File: config.mk
export PLATFORM = sky130hd
export DESIGN_NAME = column_scheduler_flat
export DESIGN_NICKNAME = d
export VERILOG_FILES = /design/src/rtl/column_scheduler_if.sv /design/src/rtl/column_scheduler.sv /design/src/flat_wrapper.sv
export SDC_FILE = /design/constraint.sdc
export NUM_CORES = 1
export LEC_CHECK = 0
export ABC_AREA = 1
export BUFFER_PORTS_ARGS = -buffer_cell sky130_fd_sc_hd__clkbuf_2
export CAP_MARGIN = 20
export CORE_MARGIN = 3
export CORE_UTILIZATION = 45
export DETAILED_ROUTE_END_ITERATION = 8
export PLACE_DENSITY = 0.59
export SYNTH_ARGS = -nofsm -noshare
export SYNTH_HDL_FRONTEND = slang
export SYNTH_SLANG_ARGS = --single-unit
File: constraint.sdc
create_clock -name clock -period 4.25 [get_ports clock]
set_input_delay 0.85 -clock clock [delete_from_list [all_inputs] [get_ports clock]]
set_output_delay 0.85 -clock clock [all_outputs]
set_load 0.05 [all_outputs]
File: src/rtl/column_scheduler_if.sv
// column_scheduler_if
// Groups the signals between the game state machine / column instances and
// the column scheduler.
//   master : game side; drives game_run, score, col_cleared, col_bottom and
//            observes the scheduler outputs.
//   slave  : the scheduler; observes the game inputs and drives
//            col_active, spawn, spawn_letter, step, match_en, target_col, halt.
// Clock and reset are not part of the bundle; they stay plain module ports.
interface column_scheduler_if;
    logic       game_run;
    logic [7:0] score;
    logic [2:0] col_cleared;
    logic [2:0] col_bottom;
    logic [2:0] col_active;
    logic [2:0] spawn;
    logic [7:0] spawn_letter;
    logic [2:0] step;
    logic [2:0] match_en;
    logic [1:0] target_col;
    logic       halt;

    modport master (
        output game_run, score, col_cleared, col_bottom,
        input  col_active, spawn, spawn_letter, step, match_en, target_col, halt
    );

    modport slave (
        input  game_run, score, col_cleared, col_bottom,
        output col_active, spawn, spawn_letter, step, match_en, target_col, halt
    );
endinterface

File: src/rtl/column_scheduler.sv
// column_scheduler
// Central timing for the three falling-letter columns: produces the fall-rate
// tick (period shrinks with score), spawns letters into free columns with a
// fixed number of ticks between spawns, and grants user-input matching to the
// oldest live letter only.
// Ports:
//   clock   : system clock
//   reset_n : asynchronous active-low reset
//   bus     : column_scheduler_if.slave
//             in  game_run, score[7:0], col_cleared[2:0], col_bottom[2:0]
//             out col_active[2:0], spawn[2:0], spawn_letter[7:0], step[2:0],
//                 match_en[2:0], target_col[1:0], halt
module column_scheduler #(
    parameter int         NUM_COLS  = 3,
    parameter int         TICK_BASE = 12500000,
    parameter int         TICK_DEC  = 50000,
    parameter int         TICK_MIN  = 2500000,
    parameter int         SPAWN_GAP = 8,
    parameter logic [7:0] LFSR_SEED = 8'h5A
) (
    input logic              clock,
    input logic              reset_n,
    column_scheduler_if.slave bus
);

    typedef enum logic [1:0] {
        IDLE = 2'd0,
        RUN  = 2'd1,
        HALT = 2'd2
    } state_t;

    localparam int            SW  = $clog2(SPAWN_GAP + 1);
    localparam logic [SW-1:0] GAP = SW'(SPAWN_GAP);

    state_t              state_q, state_d;
    logic [31:0]         tick_cnt_q, tick_cnt_d;
    logic [31:0]         period_q, period_d;
    logic [SW-1:0]       gap_cnt_q, gap_cnt_d;
    logic [7:0]          lfsr_q, lfsr_d;
    logic [NUM_COLS-1:0] col_active_q, col_active_d;
    // Age FIFO: entry 0 is the oldest live letter (the head).
    logic [1:0]          fifo_q [NUM_COLS];
    logic [1:0]          fifo_d [NUM_COLS];
    logic [1:0]          fifo_cnt_q, fifo_cnt_d;

    logic [31:0]         score_dec;
    logic [31:0]         period_calc;
    logic                is_run;
    logic                bottom_hit;
    logic                advance;
    logic                wrap;
    logic                tick;
    logic [NUM_COLS-1:0] free_cols;
    logic [1:0]          free_idx;
    logic [NUM_COLS-1:0] spawn_mask;
    logic [SW-1:0]       gap_inc;
    logic                spawn_fire;
    logic [1:0]          head;
    logic                fifo_nonempty;
    logic                clear_fire;
    logic [NUM_COLS-1:0] clear_mask;
    logic                lfsr_fb;

    // Step period: max(TICK_MIN, TICK_BASE - score*TICK_DEC). Comparing the
    // decrement against the headroom avoids a negative intermediate.
    always_comb begin
        score_dec = 32'(bus.score) * 32'(TICK_DEC);
        if (score_dec > 32'(TICK_BASE - TICK_MIN)) begin
            period_calc = 32'(TICK_MIN);
        end else begin
            period_calc = 32'(TICK_BASE) - score_dec;
        end
    end

    // Lowest-index free column, taken from the pre-clear col_active so a
    // column freed this cycle is only reusable from the next tick on.
    always_comb begin
        free_cols = ~col_active_q;
        free_idx  = '0;
        for (int i = NUM_COLS - 1; i >= 0; i--) begin
            if (free_cols[i]) begin
                free_idx = 2'(i);
            end
        end
    end

    assign is_run        = (state_q == RUN);
    // A letter at the bottom stops the game before this cycle's tick/spawn.
    assign bottom_hit    = |(bus.col_bottom & col_active_q);
    assign advance       = is_run && bus.game_run && !bottom_hit;
    assign wrap          = (tick_cnt_q == (period_q - 32'd1));
    assign tick          = advance && wrap;
    assign gap_inc       = (gap_cnt_q == GAP) ? GAP : (gap_cnt_q + SW'(1));
    assign spawn_fire    = tick && (gap_inc == GAP) && (|free_cols);
    assign spawn_mask    = spawn_fire ? (NUM_COLS'(1) << free_idx) : '0;
    assign head          = fifo_q[0];
    assign fifo_nonempty = (fifo_cnt_q != 2'd0);
    // Only a clear on the head column counts; anything else is ignored.
    assign clear_fire    = is_run && bus.game_run && fifo_nonempty && bus.col_cleared[head];
    assign clear_mask    = clear_fire ? (NUM_COLS'(1) << head) : '0;
    assign lfsr_fb       = lfsr_q[7] ^ lfsr_q[5] ^ lfsr_q[4] ^ lfsr_q[3];

    always_comb begin
        state_d      = state_q;
        tick_cnt_d   = tick_cnt_q;
        period_d     = period_q;
        gap_cnt_d    = gap_cnt_q;
        lfsr_d       = lfsr_q;
        col_active_d = col_active_q;
        fifo_d       = fifo_q;
        fifo_cnt_d   = fifo_cnt_q;

        unique case (state_q)
            IDLE: begin
                tick_cnt_d   = '0;
                period_d     = period_calc;
                gap_cnt_d    = '0;
                col_active_d = '0;
                fifo_cnt_d   = '0;
                if (bus.game_run) begin
                    state_d   = RUN;
                    // Preloaded so the very first tick spawns.
                    gap_cnt_d = GAP;
                end
            end

            RUN: begin
                lfsr_d = {lfsr_q[6:0], lfsr_fb};
                if (!bus.game_run) begin
                    state_d      = IDLE;
                    tick_cnt_d   = '0;
                    gap_cnt_d    = '0;
                    col_active_d = '0;
                    fifo_cnt_d   = '0;
                end else begin
                    col_active_d = (col_active_q & ~clear_mask) | spawn_mask;

                    if (clear_fire) begin
                        for (int i = 0; i < NUM_COLS - 1; i++) begin
                            fifo_d[i] = fifo_q[i+1];
                        end
                        fifo_cnt_d = fifo_cnt_q - 2'd1;
                    end
                    // Push lands behind whatever survived the pop.
                    if (spawn_fire) begin
                        for (int i = 0; i < NUM_COLS; i++) begin
                            if (2'(i) == fifo_cnt_d) begin
                                fifo_d[i] = free_idx;
                            end
                        end
                        fifo_cnt_d = fifo_cnt_d + 2'd1;
                    end

                    if (bottom_hit) begin
                        state_d = HALT;
                    end else if (wrap) begin
                        tick_cnt_d = '0;
                        period_d   = period_calc;
                        gap_cnt_d  = spawn_fire ? '0 : gap_inc;
                    end else begin
                        tick_cnt_d = tick_cnt_q + 32'd1;
                    end
                end
            end

            HALT: begin
                if (!bus.game_run) begin
                    state_d      = IDLE;
                    tick_cnt_d   = '0;
                    gap_cnt_d    = '0;
                    col_active_d = '0;
                    fifo_cnt_d   = '0;
                end
            end

            default: begin
                state_d = IDLE;
            end
        endcase
    end

    always_ff @(posedge clock or negedge reset_n) begin
        if (!reset_n) begin
            state_q      <= IDLE;
            tick_cnt_q   <= '0;
            period_q     <= 32'(TICK_BASE);
            gap_cnt_q    <= '0;
            lfsr_q       <= LFSR_SEED;
            col_active_q <= '0;
            fifo_cnt_q   <= '0;
            for (int i = 0; i < NUM_COLS; i++) begin
                fifo_q[i] <= '0;
            end
        end else begin
            state_q      <= state_d;
            tick_cnt_q   <= tick_cnt_d;
            period_q     <= period_d;
            gap_cnt_q    <= gap_cnt_d;
            lfsr_q       <= lfsr_d;
            col_active_q <= col_active_d;
            fifo_cnt_q   <= fifo_cnt_d;
            for (int i = 0; i < NUM_COLS; i++) begin
                fifo_q[i] <= fifo_d[i];
            end
        end
    end

    // Step uses the pre-spawn col_active, so a new letter is not moved on
    // its spawn cycle.
    assign bus.col_active   = col_active_q;
    assign bus.step         = tick ? col_active_q : '0;
    assign bus.spawn        = spawn_mask;
    assign bus.spawn_letter = spawn_fire ? lfsr_q : 8'd0;
    assign bus.match_en     = (is_run && fifo_nonempty) ? (NUM_COLS'(1) << head) : '0;
    assign bus.target_col   = (is_run && fifo_nonempty) ? head : 2'd0;
    assign bus.halt         = (state_q == HALT);

endmodule

File: src/flat_wrapper.sv
// flat-port wrapper written by rule: the top's interface ports become plain ports
module column_scheduler_flat 
#(
    parameter int         NUM_COLS  = 3,
    parameter int         TICK_BASE = 12500000,
    parameter int         TICK_DEC  = 50000,
    parameter int         TICK_MIN  = 2500000,
    parameter int         SPAWN_GAP = 8,
    parameter logic [7:0] LFSR_SEED = 8'h5A
)
  (clock, reset_n, bus_game_run, bus_score, bus_col_cleared, bus_col_bottom, bus_col_active, bus_spawn, bus_spawn_letter, bus_step, bus_match_en, bus_target_col, bus_halt);
  column_scheduler_if bus_i ();
  input logic clock;
  input logic reset_n;
  input wire logic [$bits(bus_i.game_run)-1:0] bus_game_run;
  input wire logic [$bits(bus_i.score)-1:0] bus_score;
  input wire logic [$bits(bus_i.col_cleared)-1:0] bus_col_cleared;
  input wire logic [$bits(bus_i.col_bottom)-1:0] bus_col_bottom;
  output wire logic [$bits(bus_i.col_active)-1:0] bus_col_active;
  output wire logic [$bits(bus_i.spawn)-1:0] bus_spawn;
  output wire logic [$bits(bus_i.spawn_letter)-1:0] bus_spawn_letter;
  output wire logic [$bits(bus_i.step)-1:0] bus_step;
  output wire logic [$bits(bus_i.match_en)-1:0] bus_match_en;
  output wire logic [$bits(bus_i.target_col)-1:0] bus_target_col;
  output wire logic [$bits(bus_i.halt)-1:0] bus_halt;
  assign bus_i.game_run = bus_game_run;
  assign bus_i.score = bus_score;
  assign bus_i.col_cleared = bus_col_cleared;
  assign bus_i.col_bottom = bus_col_bottom;
  assign bus_col_active = bus_i.col_active;
  assign bus_spawn = bus_i.spawn;
  assign bus_spawn_letter = bus_i.spawn_letter;
  assign bus_step = bus_i.step;
  assign bus_match_en = bus_i.match_en;
  assign bus_target_col = bus_i.target_col;
  assign bus_halt = bus_i.halt;
  column_scheduler #(.NUM_COLS(NUM_COLS), .TICK_BASE(TICK_BASE), .TICK_DEC(TICK_DEC), .TICK_MIN(TICK_MIN), .SPAWN_GAP(SPAWN_GAP), .LFSR_SEED(LFSR_SEED)) u_core (.clock(clock), .reset_n(reset_n), .bus(bus_i));
endmodule
==> metrics.txt, run 1 <==
drt total wl 19,370 um; antenna violations before repair 0; sequential area share after synthesis between 20% and 30%; area leader, netlist dfrtp_1; syn_area_per_cell approximately 6.9 um2; Remaining DRCs 0; fin crit share 96.59%; drt first pass iters 4; leak pwr 4.404 nW; Setup violations, final 0; largest net degree at the start of global routing just under 80; post-synthesis cell count between 1,000 and 1,500; worst vdd ir approximately 0.30 mV; Area contributors post-synth dfrtp_1 21%, nand2_1 14%, ha_1 11%, inv_1 6.7%, nor2_1 6.3%; Tmin final roughly 4100 ps; Post-synth EDFFs 0; routed via count just over 7,000; top cell types by occurrence after synthesis 284 x nand2_1, 134 x inv_1, 126 x nor2_1; DIE AREA 0.01822 mm2; Root Buffer clkbuf_16; clock latency on the worst-skew pair around 350 ps; clock transition at the registers of the reported paths 60 ps; Crit Path Category in2reg; CTS Buf Count 9; ys async rst share 100.0%; Hold WS between 400 and 500 ps; Ports 40; final net count ~1,300; actual slew at the worst max-slew pin 893.0 ps; count leader, synth nand2_1; required time worst endpoint ~4500 ps; H-tree levels 3; antenna viol nets, final 0; PwrDens around 510 mW/mm2; Starting DRT DRC Count roughly 390; Achievable Freq between 0.2 and 0.25 GHz; overall power roughly 4.6 mW; CP Capture Type flip-flop; CTS max path bufs 2; Critical Path AT ~4400 ps; max-slew violations 0; Die Y around 130 um; share of cells above drive strength 1 roughly a fifth; top_reg_cell synth dfrtp_1; area of the core about 0.016 mm2; Total GRT Usage between 20% and 30%; RD Place Congestion 0.8607; area grow syn2layout 19.71%; port buffer count 39; total gr overflow 0; clock skew about 14 ps; startpoint type of the worst setup path input pin; Rows between 40 and 50; crit-path max FO 6; Final HPWL DP ~15,000 um; Max Cap Violations 0; Yosys warnings 0; first-pass GRT wire length around 32,000 um; HP Class in2async; Fin. Hold Viols 0; Synth cell types 40; vias in the first global route about 6,700; relative slew slack 39.92%; Horiz. Die Dim approximately 130 um; wire length per cell 13.78 um; share of Yosys cell area claimed by the top area cell type roughly 21%; status finished, final reports clean; syn_nets about 1,200; # diodes 0; CTS sink cnt between 70 and 80; mapped cell area approximately 0.0075 mm2; # hold bufs at CTS 0; Initial Utilization 46.62%; Via density about 5; clock tree from TritonCTS built; FF+latch count, synth between 70 and 80
[worst max-delay path, stage by stage]
cell and delay (ps):
clkbuf_2 110, buf_4 150, ha_1 320, ha_1 330, fa_1 500, ha_1 350
ha_4 310, nand3_1 90, nand2_2 120, nand4_1 90, nand2_1 130, nand2_1 100
nand3b_1 110, nand2_1 100, nor2_2 130, nand2_1 60, nand2_1 100, nand2_4 120
buf_4 160, nand3_1 70, o21ai_0 80
[final cells by class]
class	count	area [um2]
fillers	1583	7097
multi-input cells	848	5151
flip-flops and latches	78	1972
repair buffers	109	735.7
inverters	139	521.8
well taps	216	270.3
clock buffers	12	236.5
clock inverters	4	73.82
[logic make-up after synthesis]
family	Yosys count	share of synthesized area [%]
flops	78	26.34
simple gates	595	35.60
xor+xnor	66	7.722
mux	1	0.1337
buf+inv	153	7.889
compound gates	108	8.240
fa+ha+maj	77	14.07
[layout by cell type (no fill, tap or decap), types with 2 or more instances in the layout]
cell type and instances:
xor2_1 47, ha_1 57, a31oi_1 3, nor2_4 6, inv_2 6, o21ai_2 5
buf_2 2, nand4_1 26, ha_4 8, nand3_1 86, dfstp_2 16, xnor2_1 15
o21ai_1 7, nor4_1 8, clkbuf_2 36, nand3b_1 6, inv_1 133, o21ai_0 39
a21oi_2 6, xor2_2 3, nor2_1 121, clkbuf_1 3, bufinv_16 2, o31ai_1 2
a21oi_1 13, nand2_1 276, fa_1 11, nand2_4 5, buf_4 70, o21bai_1 4
o22ai_1 27, clkbuf_16 9, dfrtp_1 62, or2_2 3, nor3_1 17, nand2_2 11
nand3_2 7, nor2_2 19
[power by group]
group          switching, mW  internal [mW]
registers              0.154          0.902
logic                   1.56           1.12
clock network          0.317          0.515
total                   2.03           2.54
[per-layer routing]
| layer | GRT usage [%] | part of all wire (%) | vias up |
|---|---|---|---|
| li1 | - | - | 3713 |
| met1 | 30.26 | 48 | 3261 |
| met2 | 35.77 | 47 | 114 |
| met3 | 3.130 | 3.3 | 23 |
| met4 | 4.815 | 1.5 | 0 |
| met5 | 0 | 0 | - |
[timing repair]
action	in CTS	in global routing
cloned	0	1
setup buffers	1	0
pin swaps	1	9
setup endpoints to repair	1	28
resized for setup	1	40
[registers in the layout, summed over array words and instances, names as in the netlist]
name,count
u_core.bus.col_active,3
u_core.head,2
u_core.gap_cnt_q,4
u_core.lfsr_q,8
u_core.state_q,2
u_core.fifo_q,4
u_core.tick_cnt_q,32
u_core.fifo_cnt_q,2
u_core.period_q,21
[final timing paths]
check / start / to / slack [ps] / cells after the start
min in group clock: u_core.fifo_q[0] / u_core.fifo_q[0] / 500 / 2
max in group asynchronous: reset_n / u_core.period_q[12] / 3100 / 2
setup reg to reg: u_core.period_q[4] / u_core.period_q[16] / 1320 / 16
hold reg to reg: u_core.fifo_q[0] / u_core.fifo_q[0] / 500 / 2
setup / recovery: bus_score[2] / u_core.period_q[11] / 150 / 21
hold / removal: reset_n / u_core.tick_cnt_q[25] / 470 / 1
[per-stage QoR]
stage / cells / utilization (%) / worst slack, ps / cell area, um2 / TNS (ps)
6_report: 1406 / 55.80 / 145.1 / 8961 / 0
3_3_place_gp: 1387 / 52.42 / -302.0 / 8418 / -4633
3_5_place_dp: 1387 / 52.42 / -350.9 / 8418 / -6080
4_1_cts: 1404 / 54.46 / 8.068 / 8745 / 0
5_1_grt: 1406 / 55.80 / -85.39 / 8961 / -1063
2_1_floorplan: 1078 / - / 0.7336 / 7508 / 0
No activity file was read; power rests on OpenSTA's default activity.
==> run 2, diff against run 1 <==
--- a/config.mk
+++ b/config.mk
@@ -12,6 +12,7 @@
 export CORE_UTILIZATION = 45
 export DETAILED_ROUTE_END_ITERATION = 8
 export PLACE_DENSITY = 0.59
+export SLEW_MARGIN = 10
 export SYNTH_ARGS = -nofsm -noshare
 export SYNTH_HDL_FRONTEND = slang
 export SYNTH_SLANG_ARGS = --single-unit
==> constraint.sdc (replaced) <==
create_clock -name clock -period 4.25 [get_ports clock]
set_input_delay 0.6375 -clock clock [delete_from_list [all_inputs] [get_ports clock]]
set_output_delay 0.6375 -clock clock [all_outputs]
set_load 0.05 [all_outputs]
==> metrics.txt, run 2 (synthesis gave the netlist of run 1 again) <==
RD Place Congestion between 0.9 and 1; FF/Latch Area between 0.0015 and 0.002 mm2; worst vdd ir 0.3122 mV; area of the core 0.01606 mm2; area grow syn2layout 14.67%; clock tree from TritonCTS built; startpoint type of the worst setup path input pin; Pint about 2.3 mW; Post-CTS Setup Bufs 0; Horiz. Die Dim 135.0 um; setup tns final 0 ps; Initial Utilization 46.62%; Total GRT Usage between 20% and 30%; Tmin final a little under 4000 ps; Crit Path Category in2reg; vias in the first global route 6,597; fin crit share 92.89%; share of cells above drive strength 1 around 15%; Critical Path AT around 4200 ps; Max Cap Violations 0; routed via count ~7,000; relative slew slack between 30% and 40%; # diodes 0; unrepaired setup endpoints after global routing yes; Clock power frac around 17%; Fin. Hold Viols 0; design area 0.008584 mm2; sw frac a little under half; Starting DRT DRC Count approximately 350; largest register by flop count u_core.tick_cnt_q; Rows 46; H-tree levels 3; drt first pass iters 5; max-slew violations 0; Setup violations, final 0; CTS Buf Count 9; CP Capture Type flip-flop; DIE AREA ~0.018 mm2; drt total wl just under 20,000 um; Root Buffer clkbuf_16; commonest non-fill, non-tap cell in the layout nand2_1; wire length per cell 14.00 um; switching power between 1.5 and 2 mW; CTS sink cnt between 70 and 80; antenna viol nets, final 0; total gr overflow 0; area of the multi-input gates 0.004982 mm2; actual slew at the worst max-slew pin 1030 ps; status finished, final reports clean; Final HPWL DP between 15,000 and 20,000 um; required time worst endpoint between 4000 and 5000 ps; largest net degree at the start of global routing between 50 and 60; most frequent cells in the layout 283 x nand2_1, 134 x inv_1, 126 x nor2_1; crit-path max FO 7; PwrDens approximately 500 mW/mm2; first-pass GRT wire length between 30,000 and 40,000 um; Ports 40; FILL cells around 1,600; Via density 5.077; top flop regs u_core.tick_cnt_q x32, u_core.period_q x21, u_core.lfsr_q x8; leak pwr roughly 4.3 nW; Achievable Freq between 0.2 and 0.3 GHz; Post-DP Area roughly 0.0082 mm2; clock skew 9.239 ps; final net count around 1,300; CTS max path bufs 2; antenna violations before repair 0; Seq pwr share 24.7%; HP Class in2async; clock transition at the registers of the reported paths ~70 ps; clock latency on the worst-skew pair between 300 and 400 ps; Die Y about 130 um; Gate power share 58.1%; flip-flop count of the largest register after layout 32; Remaining DRCs 0; port buffer count 39
## run 2: final timing paths
path	slack (ps)	to	start	cells past startpoint
setup / recovery	300	u_core.period_q[17]	bus_score[2]	24
hold / removal	310	u_core.tick_cnt_q[22]	reset_n	1
hold reg to reg	480	u_core.lfsr_q[3]	u_core.lfsr_q[2]	2
min in group clock	480	u_core.lfsr_q[3]	u_core.lfsr_q[2]	2
setup reg to reg	1010	u_core.tick_cnt_q[27]	u_core.state_q[1]	10
max in group asynchronous	3060	u_core.period_q[11]	reset_n	2
## run 2: repair_timing
item / 4_1_cts / 5_1_grt
gates resized for setup: 0 / 10
setup endpoints to repair: 0 / 23
hold buffers: 0 / 0
## run 2: worst max-delay path: stages
cell	delay (ps)
clkbuf_2	100
ha_1	310
ha_1	280
inv_1	50
fa_1	490
inv_1	50
fa_1	580
ha_4	220
a21oi_1	130
nand2_1	150
nand2_1	110
nand2_1	80
nand2_1	80
nand2_1	50
nand2_1	60
nand2_1	60
nor2_1	100
nand3_1	80
nand2_1	70
nand2_1	80
nand2_4	110
nand2_2	160
nor2_2	130
nor2_1	50
## run 2: metal layers
| layer | track usage (%) | vias to the layer above | share of wire, % |
|---|---|---|---|
| met5 | 0 | - | 0 |
| met4 | 6.047 | 0 | 1.6 |
| met3 | 2.683 | 18 | 2.7 |
| met2 | 37.63 | 107 | 49 |
| met1 | 29.05 | 3223 | 46 |
| li1 | - | 3679 | - |
## run 2: through the flow
| step | utilization, % | cells | setup slack (ps) | total power [mW] | hold WS (ps) |
|---|---|---|---|---|---|
| 2_1_floorplan | - | 1078 | 111.9 | 2.726 | 341.9 |
| 3_3_place_gp | 51.35 | 1367 | -102.4 | 3.484 | 463.1 |
| 3_5_place_dp | 51.35 | 1367 | -160.5 | 3.494 | 468.7 |
| 4_1_cts | 53.09 | 1383 | 186.7 | 4.250 | 339.2 |
| 5_1_grt | 53.46 | 1384 | -2.689 | 4.676 | 370.0 |
| 6_report | 53.46 | 1384 | 302.2 | 4.274 | 313.8 |
## run 2: final cells by class
cell class,count,area share (%)
timing repair buffer,87,6.501
clock buffer,9,2.624
inverter,139,6.078
multi-input combinational,848,58.04
tap,216,3.148
clock inverter,7,0.6413
sequential,78,22.97
## run 2: power by group through the flow
stage	logic (mW)	registers [mW]	clock network [mW]
6_report	2.49	1.06	0.734
5_1_grt	2.82	1.08	0.780
4_1_cts	2.44	1.06	0.758
3_5_place_dp	2.43	1.07	0
3_3_place_gp	2.42	1.06	0
2_1_floorplan	1.70	1.02	0
==> run 3, diff against run 2 <==
--- a/config.mk
+++ b/config.mk
@@ -5,7 +5,7 @@
 export SDC_FILE = /design/constraint.sdc
 export NUM_CORES = 1
 export LEC_CHECK = 0
-export ABC_AREA = 1
+export ABC_AREA = 0
 export BUFFER_PORTS_ARGS = -buffer_cell sky130_fd_sc_hd__clkbuf_2
 export CAP_MARGIN = 20
 export CORE_MARGIN = 3
==> constraint.sdc (replaced) <==
create_clock -name clock -period 4.25 [get_ports clock]
set_input_delay 0.425 -clock clock [delete_from_list [all_inputs] [get_ports clock]]
set_output_delay 0.425 -clock clock [all_outputs]
set_load 0.05 [all_outputs]
==> metrics.txt, run 3 <==
mapped cell area around 0.0072 mm2; reg2reg end u_core.period_q[22]; Rows 45; Fin. Hold Viols 0; Via density 5.817; Synth cell types 84; Horiz. Die Dim 132.4 um; Hold WS between 10 and 15 ps; Crit Path Category in2reg; area grow syn2layout 24.70%; CTS max path bufs 2; status complete, but fails checks; Final HPWL DP 14,920 um; share of Yosys cell area claimed by the top area cell type between 20 and 25%; Die Y about 130 um; post-synthesis cell count about 800; Remaining DRCs 0; Critical Path AT 4620 ps; CP Capture Type flip-flop; PwrDens around 550 mW/mm2; top_reg_cell synth dfrtp_1; antenna viol nets, final 0; drt total wl approximately 19,000 um; total gr overflow 0; Ports 40; overall power around 4.9 mW; syn_area_per_cell between 8 and 9 um2; wire length per cell between 15 and 20 um; share of cells above drive strength 1 a little over a quarter; Yosys warnings 0; CP Launch Point bus_score[4]; syn_nets a little over 900; DIE AREA between 0.015 and 0.02 mm2; vias in the first global route ~6,600; commonest non-fill, non-tap cell in the layout buf_4; leak pwr approximately 4.0 nW; worst vdd ir 0.3716 mV; Area contributors post-synth dfrtp_1 22%, ha_1 11%, dfstp_2 5.9%, xnor2_1 4.5%, o21ai_0 4.4%; CTS Buf Count 9; # diodes 0; Total GRT Usage between 20% and 30%; RD Place Congestion between 0.9 and 1; top cell types by occurrence after synthesis 65 x ha_1, 64 x nand2_1, 63 x o21ai_0; CTS sink cnt 78; flip-flop count of the largest register after layout 32; largest net degree at the start of global routing between 70 and 80; top flop regs u_core.tick_cnt_q x32, u_core.period_q x21, u_core.lfsr_q x8; port buffer count 39; crit-path max FO 6; relative slew slack a little under a quarter; Post-DP Area 0.008292 mm2; Tmin final around 4400 ps; startpoint type of the worst setup path input pin; crit path capture u_core.period_q[4]; pre-CTS setup slack -528.2 ps; ys async rst share 100.0%; sequential area share after synthesis a little over a quarter; design area approximately 0.009 mm2; setup tns final -948.9 ps; FILL cells between 1,000 and 1,500; drt first pass iters 5; Post-synth EDFFs 0; Root Buffer clkbuf_16; failing checks setup timing; clock tree from TritonCTS built; fin crit share 102.7%; Achievable Freq 0.2290 GHz; routed via count about 6,700; Critical R2R Launch u_core.period_q[4]; clock skew ~14 ps; final net count around 1,000; worst reg-to-reg setup slack ~360 ps; Initial Utilization 46.57%; FF+latch count, synth 78; most frequent cells in the layout 98 x buf_4, 64 x nand2_1, 62 x dfrtp_1; Starting DRT DRC Count 312; first-pass GRT wire length 31,670 um; clock transition at the registers of the reported paths 70 ps; worst setup margin -116.7 ps; Max Cap Violations 0; actual slew at the worst max-slew pin approximately 1200 ps; # hold bufs at CTS 0; H-tree levels 3; antenna violations before repair 0; unrepaired setup endpoints after global routing yes; required time worst endpoint between 4000 and 5000 ps; largest register by flop count u_core.tick_cnt_q; max-slew violations 0; Setup violations, final 16; FF-to-FF path depth 13; HP Class in2async; count leader, synth ha_1; area leader, netlist dfrtp_1; area of the core 0.01543 mm2; clock latency on the worst-skew pair 340 ps
==> run 3: area by class of cell <==
cell class,count,area [um2],area share (%)
multi-input cells,677,5280,58.94
flip-flops and latches,78,1972,22.01
repair buffers,140,1028,11.48
well taps,211,264.0,2.947
clock buffers,11,252.7,2.821
inverters,32,120.1,1.341
clock inverters,5,41.29,0.4609
==> run 3: how the worst min path moves through the flow <==
| stage | start | endpoint | cells after the start |
|---|---|---|---|
| after floorplan | reset_n | u_core.bus.col_active[0] | 0 |
| after global placement | u_core.fifo_q[1] | u_core.fifo_q[1] | 1 |
| after detailed placement | u_core.fifo_q[1] | u_core.fifo_q[1] | 1 |
| after CTS | reset_n | u_core.head[1] | 1 |
| after global routing | reset_n | u_core.fifo_q[3] | 1 |
| final | reset_n | u_core.fifo_q[3] | 1 |
==> run 3: critical path: stages <==
cell       delay [ps]
clkbuf_16         130
ha_4              250
ha_4              260
inv_2              30
fa_1              470
inv_1              50
fa_1              530
ha_4              220
o21a_1            190
a2111o_1          480
a21o_1            240
a311o_1           290
nor3b_2           230
a211oi_2          100
buf_4             160
o31ai_4           220
buf_6             180
nand3_2            60
o21ai_1           100
==> run 3: per-stage QoR <==
step	cells	utilization, %
detailed placement	1125	53.75
finish	1154	58.07
global route	1154	58.07
CTS	1147	56.25
global placement	1125	53.75
floorplan	823	-
==> run 3: repair_timing <==
item / in CTS / in global routing
resized for setup: 10 / 49
setup buffers: 6 / 5
setup endpoints to repair: 31 / 34
pin swaps: 13 / 10
==> run 3: power breakdown <==
part	total [mW]	internal [mW]	switching, mW	leakage [nW]
Combinational	2.99	1.46	1.53	2.85
Clock	0.751	0.432	0.319	0.139
Sequential	1.17	0.944	0.225	1.01
Total	4.91	2.84	2.07	4.00
==> run 3: routing by layer <==
| metal | wire length [um] | GRT usage (%) | part of all wire, % |
|---|---|---|---|
| met1 | 8547 | 27.10 | 45 |
| met5 | 0 | 0 | 0 |
| met2 | 9481 | 37.66 | 49 |
| met3 | 481 | 2.252 | 2.5 |
| met4 | 682 | 9.353 | 3.6 |
==> run 3: cell families (layout without fill, tap and decap cells) <==
kind of cell / after synthesis / in the layout / share of synthesized area [%]
compound gates: 219 / 219 / 20.57
mux: 19 / 19 / 2.821
xor+xnor: 64 / 64 / 7.802
buf+inv: 68 / 188 / 3.849
fa+ha+maj: 77 / 77 / 14.66
flops: 78 / 78 / 27.45
simple gates: 298 / 298 / 22.85
